$ cat config.mk
export PLATFORM = sky130hd
export DESIGN_NAME = warp_pick_unit
export DESIGN_NICKNAME = d
export VERILOG_FILES = /design/src/rtl/warp_pkg.sv /design/src/rtl/warp_rvc_detect.sv /design/src/rtl/warp_pick_unit.sv
export SDC_FILE = /design/constraint.sdc
export NUM_CORES = 1
export LEC_CHECK = 0
export CORE_UTILIZATION = 23
export DETAILED_ROUTE_END_ITERATION = 8
export PLACE_DENSITY = 0.84
export SLEW_MARGIN = 20
export SYNTH_ARGS = -nofsm -noshare
export SYNTH_HDL_FRONTEND = slang
export SYNTH_HIERARCHICAL = 1
export SYNTH_SLANG_ARGS = --single-unit
$ cat constraint.sdc
create_clock -name vclk -period 1.7
set_clock_uncertainty 0.2 [all_clocks]
set_input_delay 0.17 -clock vclk [all_inputs]
set_output_delay 0.17 -clock vclk [all_outputs]
set_load 0.02 [all_outputs]
$ cat src/rtl/warp_pkg.sv
// warp_pkg: shared constants and pick-result type for the warp fetch picker
package warp_pkg;
  localparam logic [1:0] RVC_NOT = 2'b11;
  localparam logic [3:0] INST_BYTES_32 = 4'd4;
  localparam logic [3:0] INST_BYTES_16 = 4'd2;
  typedef struct packed {
    logic [1:0]  compressed;
    logic [31:0] inst0;
    logic [31:0] inst1;
    logic [3:0]  bytes;
  } pick_t;
endpackage

$ cat src/rtl/warp_rvc_detect.sv
// warp_rvc_detect: flags a 16-bit halfword as the start of a compressed (RVC) instruction
module warp_rvc_detect
  import warp_pkg::*;
(
  input  logic [15:0] i_half,
  output logic        o_compressed
);
  // Only the two low bits select length; 48-bit+ encodings fall into the 32-bit class.
  logic w_unused;
  assign w_unused     = &{1'b0, i_half[15:2]};
  assign o_compressed = i_half[1:0] != RVC_NOT;
endmodule

$ cat src/rtl/warp_pick_unit.sv
// warp_pick_unit: splits a 64-bit fetch word into two instruction slots with RVC flags.
// Optional output register stage enabled by defining WARP_PICK_REG_EN.
module warp_pick_unit
  import warp_pkg::*;
#(
  parameter int ZERO_UPPER = 0
) (
  input  logic        i_clk,
  input  logic        i_rst_n,
  input  logic        i_valid,
  input  logic [63:0] i_buffer,
  output logic        o_valid,
  output logic [1:0]  o_compressed,
  output logic [31:0] o_inst0,
  output logic [31:0] o_inst1,
  output logic [3:0]  o_bytes
);
  logic        w_c0;
  logic        w_c1;
  logic [31:0] w_inst1_raw;
  pick_t       w_pick;

  warp_rvc_detect u_det0 (.i_half(i_buffer[15:0]), .o_compressed(w_c0));

  // Slot 1 starts right after slot 0: halfword 1 if slot 0 is compressed, else halfword 2.
  assign w_inst1_raw = w_c0 ? i_buffer[47:16] : i_buffer[63:32];

  warp_rvc_detect u_det1 (.i_half(w_inst1_raw[15:0]), .o_compressed(w_c1));

  // Build the pick result, optionally blanking the unused upper half of compressed slots.
  always_comb begin
    w_pick.compressed = {w_c1, w_c0};
    w_pick.inst0      = {(ZERO_UPPER != 0 && w_c0) ? 16'h0 : i_buffer[31:16], i_buffer[15:0]};
    w_pick.inst1      = {(ZERO_UPPER != 0 && w_c1) ? 16'h0 : w_inst1_raw[31:16], w_inst1_raw[15:0]};
    w_pick.bytes      = (w_c0 ? INST_BYTES_16 : INST_BYTES_32) + (w_c1 ? INST_BYTES_16 : INST_BYTES_32);
  end

`ifdef WARP_PICK_REG_EN
  logic  r_valid;
  pick_t r_pick;

  // Output stage: valid every cycle, data captured only on valid words so it holds when idle.
  always_ff @(posedge i_clk or negedge i_rst_n) begin
    if (!i_rst_n) begin
      r_valid <= 1'b0;
      r_pick  <= '0;
    end else begin
      r_valid <= i_valid;
      if (i_valid) r_pick <= w_pick;
    end
  end

  assign o_valid      = r_valid;
  assign o_compressed = r_pick.compressed;
  assign o_inst0      = r_pick.inst0;
  assign o_inst1      = r_pick.inst1;
  assign o_bytes      = r_pick.bytes;
`else
  logic w_unused_clk;
  assign w_unused_clk = i_clk;
  assign o_valid      = i_valid & i_rst_n;
  assign o_compressed = w_pick.compressed;
  assign o_inst0      = w_pick.inst0;
  assign o_inst1      = w_pick.inst1;
  assign o_bytes      = w_pick.bytes;
`endif
endmodule

== Word level (Yosys, flattened, before mapping) ==
Index checks and enable logic that the tools add are counted.

* Flip-flop bits (word level): 0
* Input bits: 67
* Output and inout bits: 71
* Logic and storage cells: 7

* Add/subtract/negate cells: 1
* Equality and inequality tests: 2
* Multiplexer cells: 3
* Bitwise operators: 1

{| class="wikitable"
|+ Operators by type and width
! operator !! number
|-
| 2-to-1 mux 32 bit || 1
|-
| 2-to-1 mux 3 bit || 2
|-
| adder 3 x 3 -> 4 bit || 1
|-
| inequality test 2 bit (second input constant) || 2
|-
| bitwise AND 1 bit || 1
|}

== Logic depth before layout (Yosys ltp) ==
Gate-level depths: netlist of run 1.

* Word-level depth: 5
* Depth in mapped cells: 8
* Mapped depth without buffers: 6

== Modules after synthesis ==
The synthesis of run 1 kept the hierarchy.

{| class="wikitable"
|+ Modules (own cells, without submodules)
! module !! instances !! cells each !! area an instance (um^2) !! sequential area each (um^2)
|-
| warp_pick_unit || 1 || 78 || 849.6 || 0.0
|-
| warp_rvc_detect || 2 || 1 || 3.8 || 0.0
|}

== Worst setup path after synthesis of run 1 ==
OpenSTA, ideal clock, no wires.

* Path kind: input port to output port
* Start point: in i_buffer[0]
* End point: out o_bytes[1]
* Arrival: 1.371 ns
* Required time: 1.330 ns
* Slack: -0.041 ns
* Stages: 7
* Buffers on the path: 2
* Path through: nand2_1 -> buf_6 -> buf_12 -> mux2_4 -> nand2_1 -> inv_1 -> ha_1

* Cells in the longest elaborated chain, start to end: 5
* Elaborated cells between the ends (all ways): 6
* Classes of those cells: add/sub: 1; eq/ne: 2; mux: 3

{| class="wikitable"
|+ Ends and longest elaborated chain
! item !! line !! RTL
|-
| from (decl) || warp_pick_unit.sv:11 || <nowiki>input logic [63:0] i_buffer,</nowiki>
|-
| inequality test 2 bit || warp_rvc_detect.sv:11 || <nowiki>assign o_compressed = i_half[1:0] != RVC_NOT;</nowiki>
|-
| 2-to-1 mux 32 bit || warp_pick_unit.sv:26 || <nowiki>assign w_inst1_raw = w_c0 ? i_buffer[47:16] : i_buffer[63:32];</nowiki>
|-
| net o_inst1[1] || warp_pick_unit.sv:15 || <nowiki>output logic [31:0] o_inst1,</nowiki>
|-
| inequality test 2 bit || warp_rvc_detect.sv:11 ||
|-
| net w_c1 || warp_pick_unit.sv:19 || <nowiki>logic w_c1;</nowiki>
|-
| 2-to-1 mux 3 bit || warp_pick_unit.sv:35 || <nowiki>w_pick.bytes = (w_c0 ? INST_BYTES_16 : INST_BYTES_32) + (w_c1 ? INST_BYTES_16 : INST_BYTES_32);</nowiki>
|-
| adder 3 x 3 -> 4 bit || warp_pick_unit.sv:35 ||
|-
| to (decl) || warp_pick_unit.sv:16 || <nowiki>output logic [3:0] o_bytes</nowiki>
|}

The timed path passes the listed nets, and every way through them passes these cells.

== Worst setup path in the final report of run 1 ==
* Start point: in i_buffer[19]
* End point: out o_inst0[19]

{| class="wikitable"
|+ RTL lines
! item !! line !! RTL
|-
| to (decl) || warp_pick_unit.sv:14 || <nowiki>output logic [31:0] o_inst0,</nowiki>
|}

No word-level cell between the ends.

==> out/metrics.csv, run 1 <==
stage;metric;value;unit
synth;adder-cell share of the synthesized area;2.920;%
drt;number of antenna-violating nets in the routed design;0;
worst_hold_path;Worst Hold Path Cells;0;
drt;total via count in the routed design;824;
worst_hold_path;terminating pin of the worst hold path;o_inst0[11];
sta;time the worst path needs with I/O delays and setup;1.659;ns
setup_path;kind of critical path;primary input to primary output;
die;area of the core;3442;sq um
setup_path;CP top delay family;buffers and inverters;
final_layout;fill cell total of the finished layout;340;
grt;wire length of the first global-routing pass;3995;um
final_layout;Clock buffer cells;0;
final_layout;sequential cell area;0;sq um
setup_path;CP max-delay cell;sky130_fd_sc_hd__clkdlybuf4s50_1;
sta;final clock period utilization by the worst path;97.58;%
setup_path;crit start category;primary input;
grt;Total GRT Usage;12.22;%
power;part of the total power dissipated in sequential elements;0;%
drt;length of the first detailed-routing pass in iterations;2;
synth;share of the synthesized area in the top cell type;50.80;%
synth;post-synthesis cell area;857.1;sq um
placed_design;worst setup slack after placement;-0.8034;ns
placed_design;number of port buffers;108;
run;max-cap violations;0;
power;share of power burned in the clock network;0;%
synth;count of cell types in the netlist;10;
synth;sequential-to-total area share from yosys stat;0;%
final_layout;net count of the finished layout;226;
power;sw frac;43.28;%
power;Static Leakage;0.8249;nW
drt;number of DRC violations after detailed-routing iteration 0;1;
synth;fraction of synthesized area in multiplexers;54.74;%
drt;Final Routed Wirelength;2711;um
sta;Final setup violation count;0;
synth;Compound-Gate Fraction of Synth Area;0;%
sta;top achievable clock speed;0.6028;GHz
final_layout;count of flip-flops and latches;0;
die;number of core rows;21;
synth;net count after synthesis;149;
grt;antenna violations before repair;0;
setup_path;Top cell by count, worst path;sky130_fd_sc_hd__clkdlybuf4s50_1;
die;I/O Pins;138;
placed_design;Routability Congestion;0.6962;
sta;Final Slew Violations;0;
grt;largest net degree at the start of global routing;12;
worst_hold_path;class of the worst hold path;primary input to primary output;
synth;synth cell count leaders;sky130_fd_sc_hd__buf_4, sky130_fd_sc_hd__mux2_4, sky130_fd_sc_hd__buf_12, sky130_fd_sc_hd__inv_1, sky130_fd_sc_hd__mux2_2;
setup_path;Crit. End Element;primary output;
setup_path;WP buf/inv;2;
power;power per unit of standard cell area;328.3;nW/um^2
synth;YS warnings;6;
drt;average detailed-routed wire length per instance;13.49;um
final_layout;area added between synthesis and finish;88.18;%
setup_path;crit-path max FO;2;
synth;Cells after Synth;80;
grt;via count of the first global-routing pass;879;
final_layout;ratio of cells with drive above 1 in the final layout;49.03;%
sta;worst hold slack across all endpoints;0.1400;ns
die;die boundary height;63.05;um
grt;global-route congestion overflow total;0;
setup_path;Critical Path RT;1.33;ns
synth;Post-Synth XOR/XNOR Area;0;%
power;combinational group share of total power;100.0;%
drt;Post-route DRC;0;
setup_path;CP arrival;1.29;ns
sta;hold violation count in the final report;0;
power;net load switching power;0.2292;mW
sta;unrepaired setup endpoints after global routing;no;
synth;Synth Area in Simple Gates;1.606;%
placed_design;Post-DP HPWL;2209;um
die;die width;63.05;um
final_layout;antenna cell count;0;
sta;worst setup margin;0.04115;ns
synth;synthesized area per cell;10.71;sq um
setup_path;list of cells traversed by the critical path;clkdlybuf4s50_1 -> clkdlybuf4s50_1;
synth;Yosys top cell by area;sky130_fd_sc_hd__mux2_4;
power;Worst VDD drop;0.1483;mV
run_status;outcome;finished, final reports clean;
synth;main combinational cell family by area after synthesis;multiplexers;
synth;cell types occupying the most area after synthesis;sky130_fd_sc_hd__mux2_4, sky130_fd_sc_hd__buf_4, sky130_fd_sc_hd__buf_12, sky130_fd_sc_hd__mux2_2, sky130_fd_sc_hd__ha_1;
synth;most common cell in the synthesized netlist;sky130_fd_sc_hd__buf_4;
setup_path;slowest stage delay, CP;0.63;ns
die;total die area;3975;sq um
worst_hold_path;start point of the worst hold path;i_buffer[11];
drt;routed via count divided by cell count;4.100;
clocking;CTS hold repair buffers;0;
die;Initial Util;24.90;%
power;total power of the final layout;0.5295;mW
power;Power Internal;0.3004;mW
==> worst max path at each step <==
stage	start	to	slack, ns	depth (start not counted)
global placement	i_buffer[0]	o_bytes[1]	-0.74	7
detailed placement	i_buffer[0]	o_bytes[1]	-0.80	7
floorplan	i_buffer[0]	o_bytes[1]	0.01	7
finish	i_buffer[19]	o_inst0[19]	0.04	2
CTS	i_buffer[0]	o_inst1[3]	-0.07	6
global route	i_buffer[1]	o_bytes[1]	0.006	7
==> area by class of cell <==
cell class         instances  area (sq um)  area share [%]
inverters                  3         11.26          0.6982
multi-input cells         38         533.0           33.05
repair buffers           114          1011           62.68
well taps                 46         57.56           3.569
==> power groups by stage <==
stage	Clock (mW)	Sequential, mW	Combinational [mW]
after floorplan	0	0	0.361
after global placement	0	0	0.564
after detailed placement	0	0	0.576
after CTS	0	0	0.543
after global routing	0	0	0.555
final	0	0	0.530
==> what timing repair did <==
action / in CTS / in global routing
cloned: 1 / 0
endpoints found under the setup margin: 39 / 24
buffers inserted: 1 / 0
pin swaps: 1 / 2
resized for setup: 143 / 19
==> through the flow <==
stage / util, % / setup TNS [ns] / std cells / cell area [sq um]
final: 46.86 / 0 / 201 / 1613
after CTS: 48.09 / -1.443 / 201 / 1655
after global routing: 46.86 / 0 / 201 / 1613
after detailed placement: 49.58 / -22.56 / 199 / 1707
after floorplan: - / 0 / 80 / 869.6
after global placement: 49.58 / -20.91 / 199 / 1707
==> cell usage in the layout (no fill, tap or decap) <==
| master | synthesis | layout |
|---|---|---|
| sky130_fd_sc_hd__and2_1 | 1 | 1 |
| sky130_fd_sc_hd__buf_12 | 3 | 2 |
| sky130_fd_sc_hd__buf_16 | 0 | 1 |
| sky130_fd_sc_hd__buf_2 | 0 | 30 |
| sky130_fd_sc_hd__buf_4 | 35 | 4 |
| sky130_fd_sc_hd__buf_6 | 1 | 2 |
| sky130_fd_sc_hd__clkbuf_2 | 0 | 1 |
| sky130_fd_sc_hd__clkdlybuf4s15_1 | 0 | 1 |
| sky130_fd_sc_hd__clkdlybuf4s50_1 | 0 | 63 |
| sky130_fd_sc_hd__conb_1 | 1 | 1 |
| sky130_fd_sc_hd__dlygate4sd2_1 | 0 | 8 |
| sky130_fd_sc_hd__dlymetal6s2s_1 | 0 | 2 |
| sky130_fd_sc_hd__ha_1 | 2 | 1 |
| sky130_fd_sc_hd__ha_4 | 0 | 1 |
| sky130_fd_sc_hd__inv_1 | 3 | 2 |
| sky130_fd_sc_hd__inv_2 | 0 | 1 |
| sky130_fd_sc_hd__mux2_2 | 3 | 2 |
| sky130_fd_sc_hd__mux2_4 | 29 | 30 |
| sky130_fd_sc_hd__nand2_2 | 0 | 2 |
==> cells by family (layout without fill, tap and decap cells) <==
logic type	Yosys count	count (layout)
mux	32	32
other cells	1	1
buf+inv	42	117
fa+ha+maj	2	2
simple gates	3	3
==> layer usage <==
layer / wire, um / global-route usage (%) / part of all wire [%]
met4: 16 / 0.8721 / 0.59
met2: 1555 / 27.96 / 57
met5: 0 / 0 / 0
met3: 293 / 2.372 / 11
met1: 846 / 10.56 / 31
No activity file was read; power rests on OpenSTA's default activity.
==> inputs of run 2 (changes only) <==
--- a/config.mk
+++ b/config.mk
@@ -5,6 +5,7 @@
 export SDC_FILE = /design/constraint.sdc
 export NUM_CORES = 1
 export LEC_CHECK = 0
+export CORE_ASPECT_RATIO = 0.8
 export CORE_UTILIZATION = 23
 export DETAILED_ROUTE_END_ITERATION = 8
 export PLACE_DENSITY = 0.84
==> constraint.sdc (replaced) <==
create_clock -name vclk -period 1.75
set_clock_uncertainty 0.2 [all_clocks]
set_input_delay 0.175 -clock vclk [all_inputs]
set_output_delay 0.175 -clock vclk [all_outputs]
set_load 0.02 [all_outputs]
==> run 2 against run 1 <==
Net effect:
- flip-flop and latch count stayed put
- global-route usage shrank 0.52 points
- largest power group unchanged
- sequential share of layout area unchanged
- critical path type unchanged
- cell area grew 6.1%
- non-clock buffer count rose by 1
- final cell count is 1.5% lower
==> out/metrics.csv, run 2 (synthesis results as in run 1) <==
stage;metric;value;unit
final_layout;area added between synthesis and finish;99.56;%
placed_design;number of port buffers;108;
final_layout;top library cells by usage in the layout, fill and taps aside;sky130_fd_sc_hd__clkdlybuf4s50_1, sky130_fd_sc_hd__mux2_4, sky130_fd_sc_hd__clkdlybuf4s15_2;
grt;met1 Usage GRT;10.68;%
drt;routed via count divided by cell count;4.172;
grt;GRT Max-Usage Layer;met2;
setup_path;CP max-delay cell;sky130_fd_sc_hd__clkdlybuf4s50_1;
drt;Final Routed Wirelength;2464;um
die;total die area;3976;sq um
die;number of core rows;19;
grt;met3 layer usage reported by global route;1.975;%
run;max-cap violations;0;
worst_hold_path;start point of the worst hold path;i_buffer[2];
setup_path;list of cells traversed by the critical path;clkdlybuf4s50_1 -> clkdlybuf4s50_1;
placed_design;worst setup slack after placement;-0.7493;ns
drt;average detailed-routed wire length per instance;12.44;um
drt;total via count in the routed design;826;
worst_hold_path;Worst Hold Path Cells;0;
sta;worst setup margin;0.06748;ns
die;area of the core;3495;sq um
sta;unrepaired setup endpoints after global routing;no;
power;total power of the final layout;0.5319;mW
final_layout;Clock buffer cells;0;
grt;antenna violations before repair;0;
sta;time the worst path needs with I/O delays and setup;1.683;ns
grt;global-route congestion overflow total;0;
drt;number of antenna-violating nets in the routed design;0;
setup_path;kind of critical path;primary input to primary output;
setup_path;slowest stage delay, CP;0.63;ns
grt;Total GRT Usage;11.70;%
power;Static Leakage;0.8629;nW
worst_hold_path;terminating pin of the worst hold path;o_inst0[2];
final_layout;net count of the finished layout;227;
sta;Final Slew Violations;0;
setup_path;Critical Path RT;1.37;ns
sta;worst hold slack across all endpoints;0.1500;ns
placed_design;Post-DP HPWL;2180;um
final_layout;most frequent standard cell in the layout excluding fill and tap cells;sky130_fd_sc_hd__clkdlybuf4s50_1;
sta;hold violation count in the final report;0;
drt;Post-route DRC;0;
die;I/O Pins;138;
grt;wire length of the first global-routing pass;3877;um
setup_path;Top cell by count, worst path;sky130_fd_sc_hd__clkdlybuf4s50_1;
worst_hold_path;class of the worst hold path;primary input to primary output;
drt;length of the first detailed-routing pass in iterations;4;
grt;largest net degree at the start of global routing;21;
setup_path;CP top delay family;buffers and inverters;
setup_path;crit start category;primary input;
die;die boundary height;56.60;um
final_layout;count of flip-flops and latches;0;
power;power per unit of standard cell area;311.0;nW/um^2
drt;number of DRC violations after detailed-routing iteration 0;10;
grt;via count of the first global-routing pass;831;
die;die width;70.25;um
placed_design;Routability Congestion;0.7314;
setup_path;WP buf/inv;2;
power;Worst VDD drop;0.2045;mV
final_layout;fraction of the core area covered by cells at the end of the flow;48.94;%
sta;final clock period utilization by the worst path;96.14;%
setup_path;Crit. End Element;primary output;
run_status;outcome;finished, final reports clean;
setup_path;crit-path max FO;2;
final_layout;ratio of cells with drive above 1 in the final layout;50.64;%
sta;top achievable clock speed;0.5943;GHz
grt;GR Layer Usage met2;26.80;%
final_layout;sequential cell area;0;sq um
sta;Final setup violation count;0;
setup_path;CP arrival;1.31;ns
die;Initial Util;24.53;%
final_layout;antenna cell count;0;
run 2: cell count changes in the layout (fill, tap and decap cells not counted), sizes merged:
cell	change
clkdlybuf4s15	+17
buf	-16
dlygate4sd2	-5
dlymetal6s2s	+3
clkbuf	+1
clkdlybuf4s50	+1
run 2: metrics by stage:
stage / TNS [ns] / instance area (sq um) / instances
global route: 0 / 1710 / 198
finish: 0 / 1710 / 198
detailed placement: -20.34 / 1717 / 197
global placement: -18.55 / 1717 / 197
CTS: -0.02572 / 1700 / 198
floorplan: 0 / 869.6 / 80
run 2: area by class of cell:
| type | count | area, sq um |
|---|---|---|
| Tap cell | 42 | 52.55 |
| Timing Repair Buffer | 115 | 1109 |
| Multi-Input combinational cell | 38 | 538.0 |
| Inverter | 3 | 11.26 |
| Fill cell | 322 | 1784 |
run 2: per-layer routing:
layer  vias to the layer above  wire length (um)
met5                         -                 0
met4                         0                 6
met3                         2               256
met2                        63              1442
met1                       378               758
li1                        383                 -
run 2: worst max-delay path by stage:
| stage | slack (ns) | cells past startpoint | endpoint | startpoint |
|---|---|---|---|---|
| after detailed placement | -0.75 | 7 | o_bytes[1] | i_buffer[0] |
| final | 0.07 | 2 | o_inst0[23] | i_buffer[23] |
| after global routing | 0.04 | 2 | o_inst0[23] | i_buffer[23] |
| after floorplan | 0.05 | 7 | o_bytes[1] | i_buffer[0] |
| after CTS | -0.03 | 7 | o_bytes[1] | i_buffer[1] |
| after global placement | -0.70 | 7 | o_bytes[1] | i_buffer[0] |
run 2: repair_timing:
action | CTS | global route
setup endpoints to repair | 37 | 25
cloned | 0 | 0
setup buffers | 1 | 0
resized for setup | 135 | 10
pin swaps | 1 | 1
hold buffers | 0 | 0
hold endpoints to repair | 0 | 0
run 2: power breakdown:
part           total [mW]  internal (mW)  switching (mW)
registers               0              0               0
logic               0.532          0.311           0.221
clock network           0              0               0
